**src/rtl/vm1_bus_pkg.sv**
```systemverilog
// Shared constants, FSM encoding and helpers for the 1801VM1 bus responder.
package vm1_bus_pkg;

    // On-chip system register addresses (word aligned)
    localparam logic [15:0] ADDR_SEL1          = 16'o177716;
    localparam logic [15:0] ADDR_SEL2          = 16'o177714;
    localparam logic [15:0] DEF_IO_BASE        = 16'o177600;
    localparam int          DEF_TIMEOUT_CYCLES = 16;

    typedef enum logic [2:0] {
        ST_IDLE,
        ST_MEM,
        ST_REG,
        ST_REPLY,
        ST_HOLD
    } state_t;

    // Byte writes select one lane from addr[0]; everything else is a full word
    function automatic logic [1:0] byte_en(input logic wr, input logic wtbt, input logic a0);
        if (wr && wtbt) return a0 ? 2'b10 : 2'b01;
        return 2'b11;
    endfunction

    // Replace only the enabled byte lanes of a register value
    function automatic logic [15:0] merge_lanes(input logic [15:0] old, input logic [15:0] wd,
                                                input logic [1:0] be);
        return {be[1] ? wd[15:8] : old[15:8], be[0] ? wd[7:0] : old[7:0]};
    endfunction

endpackage

```
**src/rtl/vm1_bus_responder_bus_timeout_ctr.sv**
```systemverilog
// Saturating access-timeout counter: clear at acceptance, count while enabled,
// single expiry pulse on the ce cycle that reaches LIMIT.
module bus_timeout_ctr #(
    parameter int LIMIT = 16
) (
    input  logic clk,
    input  logic reset,
    input  logic ce,
    input  logic clr,
    input  logic en,
    output logic expire
);
    localparam int W = $clog2(LIMIT + 1);
    localparam logic [W-1:0] LIM = W'(LIMIT);

    logic [W-1:0] cnt_q, cnt_d;

    // Next count: clear wins, then increment until pinned at LIMIT
    always_comb begin
        cnt_d = cnt_q;
        if (clr)
            cnt_d = '0;
        else if (en && cnt_q != LIM)
            cnt_d = cnt_q + 1'b1;
    end

    // Fires only on the transition into LIMIT, so a pinned counter stays quiet
    assign expire = ce && en && !clr && (cnt_q == LIM - 1'b1);

    // Count register, frozen while ce is low
    always_ff @(posedge clk) begin
        if (reset)
            cnt_q <= '0;
        else if (ce)
            cnt_q <= cnt_d;
    end
endmodule

```
**src/rtl/vm1_bus_responder.sv**
```systemverilog
// Bus-side slave stage for the 1801VM1 core: memory port with wait states,
// system registers 177714/177716, protocol and timeout bus errors.
// Optional timeout: define VM1_BUS_TIMEOUT_EN.
module vm1_bus_responder
    import vm1_bus_pkg::*;
#(
    parameter logic [15:0] IO_BASE        = DEF_IO_BASE,
    parameter int          TIMEOUT_CYCLES = DEF_TIMEOUT_CYCLES,
    parameter logic [15:0] SEL1_RESET     = 16'o000000,
    parameter logic [15:0] SEL2_RESET     = 16'o000000
) (
    input  logic        clk,
    input  logic        reset,
    input  logic        ce,
    input  logic [15:0] addr_i,
    input  logic [15:0] wdat_i,
    input  logic        din,
    input  logic        dout,
    input  logic        wtbt,
    output logic        rply,
    output logic [15:0] rdat_o,
    output logic        berr,
    output logic [14:0] mem_addr,
    output logic [15:0] mem_wdata,
    output logic [1:0]  mem_be,
    output logic        mem_rd,
    output logic        mem_wr,
    input  logic        mem_ack,
    input  logic [15:0] mem_rdata,
    output logic [15:0] sel1_q,
    input  logic [15:0] sel1_d,
    output logic [15:0] sel2_q,
    input  logic [15:0] sel2_d
);
    state_t      state_q, state_d;
    logic        rply_q, rply_d, berr_q, berr_d;
    logic        mem_rd_q, mem_rd_d, mem_wr_q, mem_wr_d;
    logic [15:0] rdat_q, rdat_d, wdat_q, wdat_d;
    logic [14:0] addr_q, addr_d;
    logic [1:0]  be_q, be_d;
    logic        wr_q, wr_d, unmap_q, unmap_d, abort_q, abort_d;
    logic [15:0] sel1_lat_q, sel1_lat_d, sel2_lat_q, sel2_lat_d;
    logic        accept, idle_bus, dropped, expire;

    assign accept   = (state_q == ST_IDLE) && (din ^ dout);
    assign idle_bus = !din && !dout;
    assign dropped  = abort_q || idle_bus;

`ifdef VM1_BUS_TIMEOUT_EN
    bus_timeout_ctr #(.LIMIT(TIMEOUT_CYCLES)) u_timeout (
        .clk    (clk),
        .reset  (reset),
        .ce     (ce),
        .clr    (accept),
        .en     (state_q == ST_MEM),
        .expire (expire)
    );
`else
    // Timeout disabled: expiry can never fire for any legal limit
    assign expire = (TIMEOUT_CYCLES < 0);
`endif

    // Next-state and registered-output logic for the bus FSM
    always_comb begin
        state_d    = state_q;
        rply_d     = rply_q;
        berr_d     = 1'b0;
        mem_rd_d   = mem_rd_q;
        mem_wr_d   = mem_wr_q;
        rdat_d     = rdat_q;
        addr_d     = addr_q;
        wdat_d     = wdat_q;
        be_d       = be_q;
        wr_d       = wr_q;
        unmap_d    = unmap_q;
        abort_d    = abort_q;
        sel1_lat_d = sel1_lat_q;
        sel2_lat_d = sel2_lat_q;
        case (state_q)
            ST_IDLE: begin
                if (din && dout) begin
                    berr_d  = 1'b1;
                    state_d = ST_HOLD;
                end else if (din ^ dout) begin
                    addr_d  = addr_i[15:1];
                    wdat_d  = wdat_i;
                    wr_d    = dout;
                    be_d    = byte_en(dout, wtbt, addr_i[0]);
                    abort_d = 1'b0;
                    unmap_d = 1'b0;
                    if (addr_i < IO_BASE) begin
                        state_d  = ST_MEM;
                        mem_rd_d = din;
                        mem_wr_d = dout;
                    end else if (addr_i[15:1] == ADDR_SEL1[15:1] ||
                                 addr_i[15:1] == ADDR_SEL2[15:1]) begin
                        state_d = ST_REG;
                    end else begin
                        unmap_d = 1'b1;
`ifdef VM1_BUS_TIMEOUT_EN
                        state_d = ST_MEM;   // silent wait, no request; ends in timeout
`else
                        state_d = ST_REG;   // immediate reply, reads 0, writes dropped
`endif
                    end
                end
            end
            ST_MEM: begin
                if (idle_bus) abort_d = 1'b1;
                if (mem_ack && !unmap_q) begin
                    mem_rd_d = 1'b0;
                    mem_wr_d = 1'b0;
                    if (!wr_q) rdat_d = mem_rdata;
                    if (dropped) begin
                        state_d = ST_IDLE;
                    end else begin
                        rply_d  = 1'b1;
                        state_d = ST_REPLY;
                    end
                end else if (expire) begin
                    mem_rd_d = 1'b0;
                    mem_wr_d = 1'b0;
                    if (dropped) begin
                        state_d = ST_IDLE;
                    end else begin
                        berr_d  = 1'b1;
                        state_d = ST_HOLD;
                    end
                end
            end
            ST_REG: begin
                rply_d  = 1'b1;
                state_d = ST_REPLY;
                if (wr_q) begin
                    if (!unmap_q && addr_q == ADDR_SEL1[15:1])
                        sel1_lat_d = merge_lanes(sel1_lat_q, wdat_q, be_q);
                    else if (!unmap_q)
                        sel2_lat_d = merge_lanes(sel2_lat_q, wdat_q, be_q);
                end else begin
                    if (unmap_q)
                        rdat_d = 16'o000000;
                    else if (addr_q == ADDR_SEL1[15:1])
                        rdat_d = sel1_d;
                    else
                        rdat_d = sel2_d;
                end
            end
            ST_REPLY: begin
                if (idle_bus) begin
                    rply_d  = 1'b0;
                    state_d = ST_IDLE;
                end
            end
            ST_HOLD: begin
                if (idle_bus) state_d = ST_IDLE;
            end
            default: state_d = ST_IDLE;
        endcase
    end

    // State registers; reset overrides ce, ce=0 freezes everything
    always_ff @(posedge clk) begin
        if (reset) begin
            state_q    <= ST_IDLE;
            rply_q     <= 1'b0;
            berr_q     <= 1'b0;
            mem_rd_q   <= 1'b0;
            mem_wr_q   <= 1'b0;
            rdat_q     <= '0;
            addr_q     <= '0;
            wdat_q     <= '0;
            be_q       <= '0;
            wr_q       <= 1'b0;
            unmap_q    <= 1'b0;
            abort_q    <= 1'b0;
            sel1_lat_q <= SEL1_RESET;
            sel2_lat_q <= SEL2_RESET;
        end else if (ce) begin
            state_q    <= state_d;
            rply_q     <= rply_d;
            berr_q     <= berr_d;
            mem_rd_q   <= mem_rd_d;
            mem_wr_q   <= mem_wr_d;
            rdat_q     <= rdat_d;
            addr_q     <= addr_d;
            wdat_q     <= wdat_d;
            be_q       <= be_d;
            wr_q       <= wr_d;
            unmap_q    <= unmap_d;
            abort_q    <= abort_d;
            sel1_lat_q <= sel1_lat_d;
            sel2_lat_q <= sel2_lat_d;
        end
    end

    assign rply      = rply_q;
    assign berr      = berr_q;
    assign rdat_o    = rdat_q;
    assign mem_rd    = mem_rd_q;
    assign mem_wr    = mem_wr_q;
    assign mem_addr  = addr_q;
    assign mem_wdata = wdat_q;
    assign mem_be    = be_q;
    assign sel1_q    = sel1_lat_q;
    assign sel2_q    = sel2_lat_q;
endmodule

```
**config.mk**
```make
export PLATFORM = sky130hd
export DESIGN_NAME = vm1_bus_responder
export DESIGN_NICKNAME = d
export VERILOG_FILES = /design/src/rtl/vm1_bus_pkg.sv /design/src/rtl/vm1_bus_responder_bus_timeout_ctr.sv /design/src/rtl/vm1_bus_responder.sv
export SDC_FILE = /design/constraint.sdc
export NUM_CORES = 1
export LEC_CHECK = 0
export CORE_AREA = 2 2 97 99
export DETAILED_ROUTE_END_ITERATION = 10
export DIE_AREA = 0 0 99 101
export PLACE_DENSITY = 0.83
export SYNTH_ARGS = -nofsm -noshare
export SYNTH_HDL_FRONTEND = slang
export SYNTH_SLANG_ARGS = --single-unit
```
**constraint.sdc**
```tcl
create_clock -name clk -period 2.9 [get_ports clk]
set_clock_uncertainty 0.1 [all_clocks]
set_input_delay 0.435 -clock clk [delete_from_list [all_inputs] [get_ports clk]]
set_output_delay 0.435 -clock clk [all_outputs]
set_load 0.005 [all_outputs]
```
==> impl_results.md <==
* Clock Sinks at 91
* Routed wire length at 11,300 um
* Detailed-route DRC error count at 0
* Die Ht at 101 um
* Reg2reg path depth at 4
* Number of global-route vias before repair at 3,688
* Hold Crit Depth at 2
* H-tree depth at 3
* FF-to-FF End: rdat_o[11]$_SDFFE_PP0P_
* # diodes at 0
* Final ANT Viol Nets at 0
* Most common cell after layout, fill and taps aside: clkdlybuf4s50_1
* Worst hold start: berr$_SDFFE_PP0P_
* Leak pwr at 2.31 nW
* Cts hold-fix bufs at 0
* Synthesis-to-layout area growth at 49.9%
* Hold worst-path end: berr$_SDFFE_PP0P_
* First-pass GRT wire length at 17,900 um
* CP endpoint kind: register
* Initial antenna violation count at 0
* Maximum vdd drop at 298 uV
* Synthesized area at 0.00391 sq mm
* CORE AREA at 0.00898 sq mm
* Sw frac at 26.0%
* Mapped Nets at 546
* # resized after CTS at 0
* Most frequent cells in the layout: 170 x clkdlybuf4s50_1, 103 x nand2_1, 91 x dfxtp_1, 42 x a21oi_1, 39 x nor2_1
* GRT Residual Overflow at 0
* Pins over their slew limit at 0
* CTS Root Cell: clkbuf_8
* Die width at 99 um
* Nets at 705
* Sequential area share after synthesis at 46.6%
* Relative slew margins at 25.5%
* Clk pwr share at 32.2%
* Clk_lat worst skew at 0.35 ns
* Final period util at 76.6%
* RSZ-0062 raised after global routing: false
* P_sw at 0.695 mW
* GPL Wtd Cong at 0.875
* Clock-pin slew on the worst setup and hold paths at 0.10 ns
* Total power at 2.67 mW
* Fmax at 450 MHz
* P_int at 1.98 mW
* Syn Area/Cell at 8.58 sq um
* CTS Buffer Depth at 2
* CTS buffer count at 9
* Hold crit path type: register to register
* Reg2reg start: state_q[0]$_SDFFE_PP0P_
* Max FO, Critical Path at 16
* FF-to-FF setup slack at 0.68 ns
* WP data required at 3.08 ns
* Critical path type: register to register
* Max Cap Violations at 0
* WL/cell at 15.5 um
* Fillers at 746
* Rows at 35
* Post-detail-place hpwl at 8440 um
* Number of synthesized flops with an enable pin at 0
* Period minus WS final at 2.22 ns
* Sequential standard cell area at 0.00182 sq mm
* DR vias/cell at 5.30
* Most used DFF post-synth: dfxtp_1
* Initial core utilization at 43.6%
* Worst-margin pin slew at 1.12 ns
* Largest net degree at the start of global routing at 65
* Io pins at 172
* Final TNS setup at 0 ns
* Post-CTS Setup Bufs at 0
* Ratio of cells with drive above 1 in the final layout at 5.97%
* YS warnings at 0
* Post-synthesis async set-or-reset flop share at 0%
* Die area at 0.0100 sq mm
* Mapped Cells at 456
* CTS tree: done
* Number of port buffers at 171
* Total GRT Usage at 22.1%
* P per Cell Area at 456 mW/mm^2
* Comb pwr share at 17.1%
* DR iter-0 viols at 181
* Outcome: finished clean
* Setup violations, final at 0
* Sequential group share of total power at 50.6%
* Final Hold Fails at 0
* CP arrival at 2.40 ns
* #FFs+latches synth at 91
* Yosys cell types at 47
* CP Launch Type: register
* Area of the multi-input gates at 0.00192 sq mm
* TritonRoute pass-1 iters at 4
* DR vias at 3,876
-- stage by stage --
stage               util [%]  cell area, sq um  cells  hold WS (ns)  worst slack, ns
floorplan                  -              3910    456         0.339             1.09
global placement        63.1              5660    715         0.345            0.462
detailed placement      63.1              5660    715         0.350            0.422
CTS                     65.3              5860    731         0.363            0.705
global route            65.3              5860    731         0.400            0.479
finish                  65.3              5860    731         0.361            0.678
-- cell usage after synthesis, types with 2 or more instances --
master      n  area, sq um
a21oi_1    42          210
a31oi_1    18          113
buf_2       6         30.0
buf_4       4         30.0
buf_6       2         22.5
clkbuf_1   14         52.6
dfxtp_1    91         1820
ha_1        3         37.5
inv_1       8         30.0
mux2i_1    33          330
nand2_1   103          387
nand2_2     2         12.5
nand2_4     2         22.5
nand2b_1    5         31.3
nand3_1    25          125
nand4_1     4         25.0
nor2_1     39          146
nor2b_1     2         12.5
nor3_1      6         30.0
nor3_2      2         20.0
nor3b_1    17          128
o32ai_1     2         17.5
or4_4       2         22.5
-- worst max-delay path: stages, from the launching register on --
cell     delay, ns
dfxtp_1       0.60
or3b_4        0.24
nor2b_1       0.88
a31oi_1       0.20
nand3_1       0.13
-- power groups by stage --
stage | clock network (mW) | logic, mW | registers [mW]
6_report | 0.861 | 0.457 | 1.35
5_1_grt | 0.939 | 0.497 | 1.36
3_5_place_dp | 0 | 0.456 | 1.38
4_1_cts | 0.887 | 0.459 | 1.35
3_3_place_gp | 0 | 0.449 | 1.38
2_1_floorplan | 0 | 0.202 | 1.37
-- registers in the layout, indices dropped and copies added (netlist names) --
register,count
abort_q,1
berr,1
mem_addr,15
mem_be,2
mem_rd,1
mem_wdata,16
mem_wr,1
rdat_o,16
rply,1
sel1_q,16
sel2_q,16
state_q,3
unmap_q,1
wr_q,1
-- metal layers --
metal	wire (um)	up-vias	track usage [%]
li1	-	1886	-
met1	4750	1803	26.6
met2	5580	175	39.0
met3	858	12	6.03
met4	148	0	5.48
met5	0	-	0
-- layout make-up --
class	instances	area share [%]
clock inverter	6	1.22
sequential	91	31.1
timing repair buffer	176	30.0
multi-input combinational	329	32.7
tap	111	2.37
clock buffer	10	2.18
inverter	8	0.512
-- worst max path at each step --
stage	cells after the start	start	endpoint
3_5_place_dp	7	ce	rdat_o[1]$_SDFFE_PP0P_
5_1_grt	4	state_q[0]$_SDFFE_PP0P_	rdat_o[1]$_SDFFE_PP0P_
3_3_place_gp	6	ce	rdat_o[8]$_SDFFE_PP0P_
6_report	4	state_q[0]$_SDFFE_PP0P_	rdat_o[11]$_SDFFE_PP0P_
2_1_floorplan	6	din	mem_be[0]$_SDFFE_PP0P_
4_1_cts	4	state_q[0]$_SDFFE_PP0P_	rdat_o[11]$_SDFFE_PP0P_
-- cell families (layout without fill, tap and decap cells) --
family	Yosys count	after routing	synth area share, %
compound gates	71	71	10.9
xor+xnor	1	1	0.224
fa+ha+maj	3	3	0.960
buf+inv	36	200	4.45
flops	91	91	46.6
mux	33	33	8.45
simple gates	221	221	28.4
No activity file was read; power rests on OpenSTA's default activity.
